File: src/rtl/rf_pkg.sv
// Shared types and constants for the register-file access controller.
package rf_pkg;

   localparam int unsigned DATA_W = 8;
   localparam int unsigned ADDR_W = 2;
   localparam int unsigned REG_N  = 1 << ADDR_W;
   localparam int unsigned SW_REG = 3;

   typedef enum logic [1:0] {
      OP_READ      = 2'b00,
      OP_WRITE_IMM = 2'b01,
      OP_MOVE      = 2'b10,
      OP_LOAD_SW   = 2'b11
   } op_e;

   typedef enum logic [1:0] {
      ST_IDLE = 2'b00,
      ST_RD   = 2'b01,
      ST_WR   = 2'b10,
      ST_RESP = 2'b11
   } state_e;

   // Request payload as presented by the core sequencer
   typedef struct packed {
      op_e               op;
      logic [ADDR_W-1:0] dst;
      logic [ADDR_W-1:0] src;
      logic [DATA_W-1:0] imm;
   } req_t;

   // The switch-loaded register may not be written from the datapath
   function automatic logic dst_is_illegal(input op_e op, input logic [ADDR_W-1:0] dst);
      return ((op == OP_WRITE_IMM) || (op == OP_MOVE)) && (dst == ADDR_W'(SW_REG));
   endfunction

endpackage

File: src/rtl/rf_ce_decode.sv
// Register index to one-hot write-enable decoder, gated by an enable.
module rf_ce_decode
   import rf_pkg::*;
(
   input  logic              en,
   input  logic [ADDR_W-1:0] idx,
   output logic [REG_N-1:0]  onehot_c
);

   // At most one enable bit set, none when disabled
   always_comb begin
      onehot_c = '0;
      if (en) begin
         onehot_c[idx] = 1'b1;
      end
   end

endmodule

File: src/rtl/rf_access_ctrl.sv
// Initiator side of the 4x8 register-file port: serialises READ / WRITE_IMM /
// MOVE / LOAD_SW requests and returns a one-cycle response.
module rf_access_ctrl
   import rf_pkg::*;
(
   input  logic              clk,
   input  logic              rst,
   input  logic              req_valid,
   output logic              req_ready,
   input  logic [1:0]        req_op,
   input  logic [ADDR_W-1:0] req_dst,
   input  logic [ADDR_W-1:0] req_src,
   input  logic [DATA_W-1:0] req_imm,
   output logic              rsp_valid,
   output logic              rsp_err,
   output logic [DATA_W-1:0] rsp_data,
   output logic [ADDR_W-1:0] rf_addr,
   input  logic [DATA_W-1:0] rf_data_out,
   output logic [DATA_W-1:0] rf_data_in,
   output logic              rf_ce0,
   output logic              rf_ce1,
   output logic              rf_ce2,
   output logic              rf_ce3
);

   req_t              req_in_c;
   state_e            state_q;
   state_e            state_d;
   op_e               op_q;
   logic [ADDR_W-1:0] dst_q;
   logic [DATA_W-1:0] imm_q;
   logic [DATA_W-1:0] data_q;

   logic              accept_c;
   logic              illegal_c;
   logic              ce_en_c;
   logic [ADDR_W-1:0] ce_idx_c;
   logic [REG_N-1:0]  ce_onehot_c;
   logic [REG_N-1:0]  ce_q;
   logic              rsp_err_d;
   logic [DATA_W-1:0] rsp_data_d;

   assign req_in_c  = '{op: op_e'(req_op), dst: req_dst, src: req_src, imm: req_imm};
   assign accept_c  = req_valid && (state_q == ST_IDLE);
   assign illegal_c = dst_is_illegal(req_in_c.op, req_in_c.dst);

   // Next state, next write enable and next response contents
   always_comb begin
      state_d    = state_q;
      ce_en_c    = 1'b0;
      ce_idx_c   = dst_q;
      rsp_err_d  = 1'b0;
      rsp_data_d = '0;
      case (state_q)
         ST_IDLE: begin
            if (accept_c) begin
               if (illegal_c) begin
                  state_d   = ST_RESP;
                  rsp_err_d = 1'b1;
               end else begin
                  case (req_in_c.op)
                     OP_READ,
                     OP_MOVE: state_d = ST_RD;
                     OP_WRITE_IMM: begin
                        state_d  = ST_WR;
                        ce_en_c  = 1'b1;
                        ce_idx_c = req_in_c.dst;
                     end
                     OP_LOAD_SW: begin
                        state_d  = ST_WR;
                        ce_en_c  = 1'b1;
                        ce_idx_c = ADDR_W'(SW_REG);
                     end
                     default: state_d = ST_IDLE;
                  endcase
               end
            end
         end
         ST_RD: begin
            if (op_q == OP_MOVE) begin
               state_d  = ST_WR;
               ce_en_c  = 1'b1;
               ce_idx_c = dst_q;
            end else begin
               state_d    = ST_RESP;
               rsp_data_d = rf_data_out;
            end
         end
         ST_WR: begin
            state_d = ST_RESP;
            case (op_q)
               OP_WRITE_IMM: rsp_data_d = imm_q;
               OP_MOVE:      rsp_data_d = data_q;
               default:      rsp_data_d = '0;
            endcase
         end
         ST_RESP: state_d = ST_IDLE;
         default: state_d = ST_IDLE;
      endcase
   end

   rf_ce_decode u_ce_decode (
      .en       (ce_en_c),
      .idx      (ce_idx_c),
      .onehot_c (ce_onehot_c)
   );

   // State register
   always_ff @(posedge clk) begin
      if (rst) begin
         state_q <= ST_IDLE;
      end else begin
         state_q <= state_d;
      end
   end

   // Request latches, loaded only on acceptance
   always_ff @(posedge clk) begin
      if (rst) begin
         op_q  <= OP_READ;
         dst_q <= '0;
         imm_q <= '0;
      end else if (accept_c) begin
         op_q  <= req_in_c.op;
         dst_q <= req_in_c.dst;
         imm_q <= req_in_c.imm;
      end
   end

   // rf-facing datapath: read select, write data and read capture
   always_ff @(posedge clk) begin
      if (rst) begin
         rf_addr    <= '0;
         rf_data_in <= '0;
         data_q     <= '0;
      end else begin
         if (accept_c && !illegal_c) begin
            if ((req_in_c.op == OP_READ) || (req_in_c.op == OP_MOVE)) begin
               rf_addr <= req_in_c.src;
            end
            if (req_in_c.op == OP_WRITE_IMM) begin
               rf_data_in <= req_in_c.imm;
            end
         end
         if (state_q == ST_RD) begin
            data_q <= rf_data_out;
            if (op_q == OP_MOVE) begin
               rf_data_in <= rf_data_out;
            end
         end
      end
   end

   // Handshake, response and write-enable output registers
   always_ff @(posedge clk) begin
      if (rst) begin
         req_ready <= 1'b1;
         rsp_valid <= 1'b0;
         rsp_err   <= 1'b0;
         rsp_data  <= '0;
         ce_q      <= '0;
      end else begin
         req_ready <= (state_d == ST_IDLE);
         rsp_valid <= (state_d == ST_RESP);
         rsp_err   <= rsp_err_d;
         rsp_data  <= rsp_data_d;
         ce_q      <= ce_onehot_c;
      end
   end

   assign rf_ce0 = ce_q[0];
   assign rf_ce1 = ce_q[1];
   assign rf_ce2 = ce_q[2];
   assign rf_ce3 = ce_q[3];

endmodule

File: config.mk
export PLATFORM = sky130hd
export DESIGN_NAME = rf_access_ctrl
export DESIGN_NICKNAME = d
export VERILOG_FILES = /design/src/rtl/rf_pkg.sv /design/src/rtl/rf_ce_decode.sv /design/src/rtl/rf_access_ctrl.sv
export SDC_FILE = /design/constraint.sdc
export NUM_CORES = 1
export LEC_CHECK = 0
export BUFFER_PORTS_ARGS = -buffer_cell sky130_fd_sc_hd__buf_2
export CORE_MARGIN = 2
export CORE_UTILIZATION = 35
export CTS_BUF_LIST = sky130_fd_sc_hd__clkbuf_16
export CTS_CLUSTER_SIZE = 25
export DETAILED_ROUTE_END_ITERATION = 6
export PLACE_DENSITY = 0.62
export SETUP_SLACK_MARGIN = 0.3
export SKIP_CTS_REPAIR_TIMING = 1
export SLEW_MARGIN = 0
export SYNTH_ARGS = -nofsm -noshare
export SYNTH_HDL_FRONTEND = slang
export SYNTH_HIERARCHICAL = 1
export SYNTH_SLANG_ARGS = --single-unit
File: constraint.sdc
create_clock -name clk -period 2.6 [get_ports clk]
set_clock_uncertainty 0.15 [all_clocks]
set_input_delay 0.13 -clock clk [delete_from_list [all_inputs] [get_ports clk]]
set_output_delay 0.13 -clock clk [all_outputs]
set_load 0.05 [all_outputs]
==> flow_metrics.py <==
metrics = {
    "job": {
        "drv_cap": 0,
    },
    "die": {
        "core_area_mm2": 0.00592,
        "die_y_um": 82.1,
        "die_w_um": 82.1,
        "dieArea_mm2": 0.00674,
        "ioPinCount": 50,
        "rows": 28,
        "initial_core_util_pct": 36.0,
    },
    "power": {
        "p_sw_uw": 937,
        "p_int_mw": 1.63,
        "leakagePower_nw": 1.17,
        "power_frac_seq_pct": 35.5,
        "p_comb_share_pct": 35.8,
        "peakVddDrop_mv": 0.358,
        "p_per_area_mw_per_mm2": 942,
        "swShare_pct": 36.6,
        "p_clk_share_pct": 28.7,
    },
    "timing": {
        "hold_slack_ns": -0.0222,
        "worst_pin_slew_ns": 0.600,
        "fin_setup_tns_ns": 0,
        "finalCritPeriodShare_pct": 81.2,
        "slew_viol_final": 0,
        "finalCriticalPeriod_ns": 2.11,
        "clock.fmax_mhz": 474,
        "setup_viol": 0,
        "grt_setup_unrepaired": "true",
        "hold_viol": 12,
        "slew_headroom_pct": 59.9,
    },
    "clock_tree": {
        "htreeDepth": 2,
        "cts_tree": "done",
        "cts.sinks": 47,
        "cts.reportedPaths.clkPinSlew_ns": 0.07,
        "insertion_delay_ns": 0.29,
        "cts_made_buffers": 5,
        "cts-root-buf": "clkbuf_16",
        "clock_path_buffers": 2,
    },
    "yosys": {
        "synthArstFlopShare_pct": 0,
        "syn_area_mm2": 0.00213,
        "yosys.area.top_type": "dfxtp_1",
        "synthTopCellsByArea": "dfxtp_1 (44%), ha_1 (5.3%), nand2_1 (5.3%)",
        "ys_types": 35,
        "ys_dominant_reg_cell": "dfxtp_1",
        "syn_avg_cell_area_um2": 9.00,
        "syn_inst": 237,
        "synth_edf_count": 0,
        "synth-seq-cells": 47,
        "synthesis.nets": 271,
        "synth_common_cells": "dfxtp_1 (47), nand2_1 (30), nor2_1 (28), a21oi_1 (13)",
        "yosysMostFrequentCell": "dfxtp_1",
        "yosysSeqAreaShare_pct": 44.1,
        "synth_top_area_share_pct": 44.1,
        "yosys_warnings": 6,
    },
    "outcome": {
        "status": "finished, violations left",
        "violations": "negative hold slack",
    },
    "layout": {
        "post-route-cell-area_mm2": 0.00272,
        "nNetsFinal": 329,
        "n_antenna_cell": 0,
        "drive_gt1_share_pct": 24.7,
        "num-fill-cells": 553,
        "multi_input_area_mm2": 0.00105,
        "seqCellArea_um2": 941,
        "syn_to_final_growth_pct": 27.6,
    },
    "routing": {
        "vias": 1887,
        "drtIter0Drc": 75,
        "antenna_left": 0,
        "wl_um": 5180,
        "drc": 0,
        "wl_per_cell_um": 14.0,
        "routed_via_density": 5.09,
        "firstDrtPassIters": 4,
    },
    "setup_path": {
        "cp_cell_sequence": "inv_1, ha_1, nand2_1, nor3_2, mux2i_2, and3b_1, nor2b_1",
        "critPathArrivalTime_ns": 2.14,
        "cp_max_fo": 10,
        "cp_slowest_cell": "dfxtp_1",
        "start_kind": "register",
        "criticalPathCategory": "reg2reg",
        "required_ns": 2.63,
        "end_kind": "register",
        "slowest_delay_ns": 0.33,
    },
    "placement": {
        "hpwl_um": 3710,
        "place.gp.congestion": 0.902,
        "post_dp_cell_area_mm2": 0.00239,
        "port_buffers": 49,
    },
    "grt": {
        "grt_antenna_before_repair": 0,
        "grt_pass1_vias": 1616,
        "grt_pass1_wl_um": 8050,
        "gr-total-overflow": 0,
        "grt_usage_pct": 16.0,
        "grt_max_degree": 26,
    },
    "hold_path": {
        "min_path_type": "in2reg",
    },
}
## kinds of logic after synthesis
| group | count (synthesis) | share of synthesized area, % |
|---|---|---|
| AND/OR/NAND/NOR | 89 | 20.6 |
| AO/OA/AOI/OAI | 54 | 17.8 |
| flip-flops | 47 | 44.1 |
| buffers and inverters | 27 | 6.98 |
| multiplexers | 11 | 5.16 |
| adder cells (fa/ha/maj) | 9 | 5.28 |
## worst paths after layout
check | start | to | slack (ns) | cells past startpoint
worst min-delay path | rf_data_out[4] | data_q[4]$_SDFFE_PP0P_ | -0.02 | 3
worst min register to register | imm_q[0]$_SDFFE_PP0N_ | imm_q[0]$_SDFFE_PP0N_ | 0.30 | 2
worst max register to register | state_q[0]$_SDFF_PP0_ | ce_q[2]$_SDFF_PP0_ | 0.49 | 7
worst max-delay path | state_q[0]$_SDFF_PP0_ | ce_q[2]$_SDFF_PP0_ | 0.49 | 7
## flip-flops by register name, summed over array words and instances (netlist names)
register,cells
rsp_valid,1
rf_data_in,8
op_q,2
rsp_data,8
dst_q,2
data_q,8
state_q,2
rsp_err,1
req_ready,1
ce_q,4
rf_addr,2
imm_q,8
## power groups by stage
stage / logic [mW] / registers (mW) / clock network, mW
after global placement: 0.885 / 0.922 / 0
after floorplan: 0.564 / 1.09 / 0
after detailed placement: 0.889 / 0.927 / 0
after global routing: 1.00 / 0.926 / 0.772
final: 0.918 / 0.911 / 0.735
after CTS: 0.890 / 0.911 / 0.741
## per-layer routing
layer | wire, um | global-route usage (%) | up-vias
met4 | 85 | 6.67 | 0
met2 | 2370 | 24.9 | 70
met5 | 0 | 0 | -
met3 | 286 | 3.30 | 10
li1 | - | - | 942
met1 | 2450 | 21.3 | 865
## final cells by class
cell class | count | area share, %
sequential | 47 | 34.6
timing repair buffer | 69 | 15.9
tap | 75 | 3.45
clock buffer | 5 | 4.60
inverter | 9 | 1.24
multi-input combinational | 163 | 38.6
clock inverter | 3 | 1.61
## cells in the final DEF, fill, tap and decap left out, types with 5 or more instances in the layout
cell type and instances:
mux2i_1 9, dfxtp_1 47, nand4_1 8, o21ai_0 11, buf_2 49, buf_4 5
a21oi_1 13, a22o_1 9, a311oi_1 8, clkbuf_16 5, a22oi_1 7, nor2b_1 6
nor2_1 28, dlygate4sd3_1 15, inv_1 9, ha_1 9, nand2_1 30
## stage by stage
stage	cells	util (%)	total power, mW	hold slack [ns]	worst slack (ns)
floorplan	237	-	1.65	0.116	0.663
global placement	348	40.4	1.81	0.232	0.578
detailed placement	348	40.4	1.82	0.243	0.486
CTS	356	43.3	2.54	-0.0661	0.484
global route	371	46.0	2.70	0.000703	0.299
finish	371	46.0	2.56	-0.0222	0.489
## critical path, delay by kind of cell, from the launching register on
kind	cells	cell delay (ns)
buffers and inverters	1	0.08
and+or+nand+nor	4	0.78
DFF	1	0.33
muxes	1	0.32
adders and majority gates	1	0.33
No activity file was read; power rests on OpenSTA's default activity.
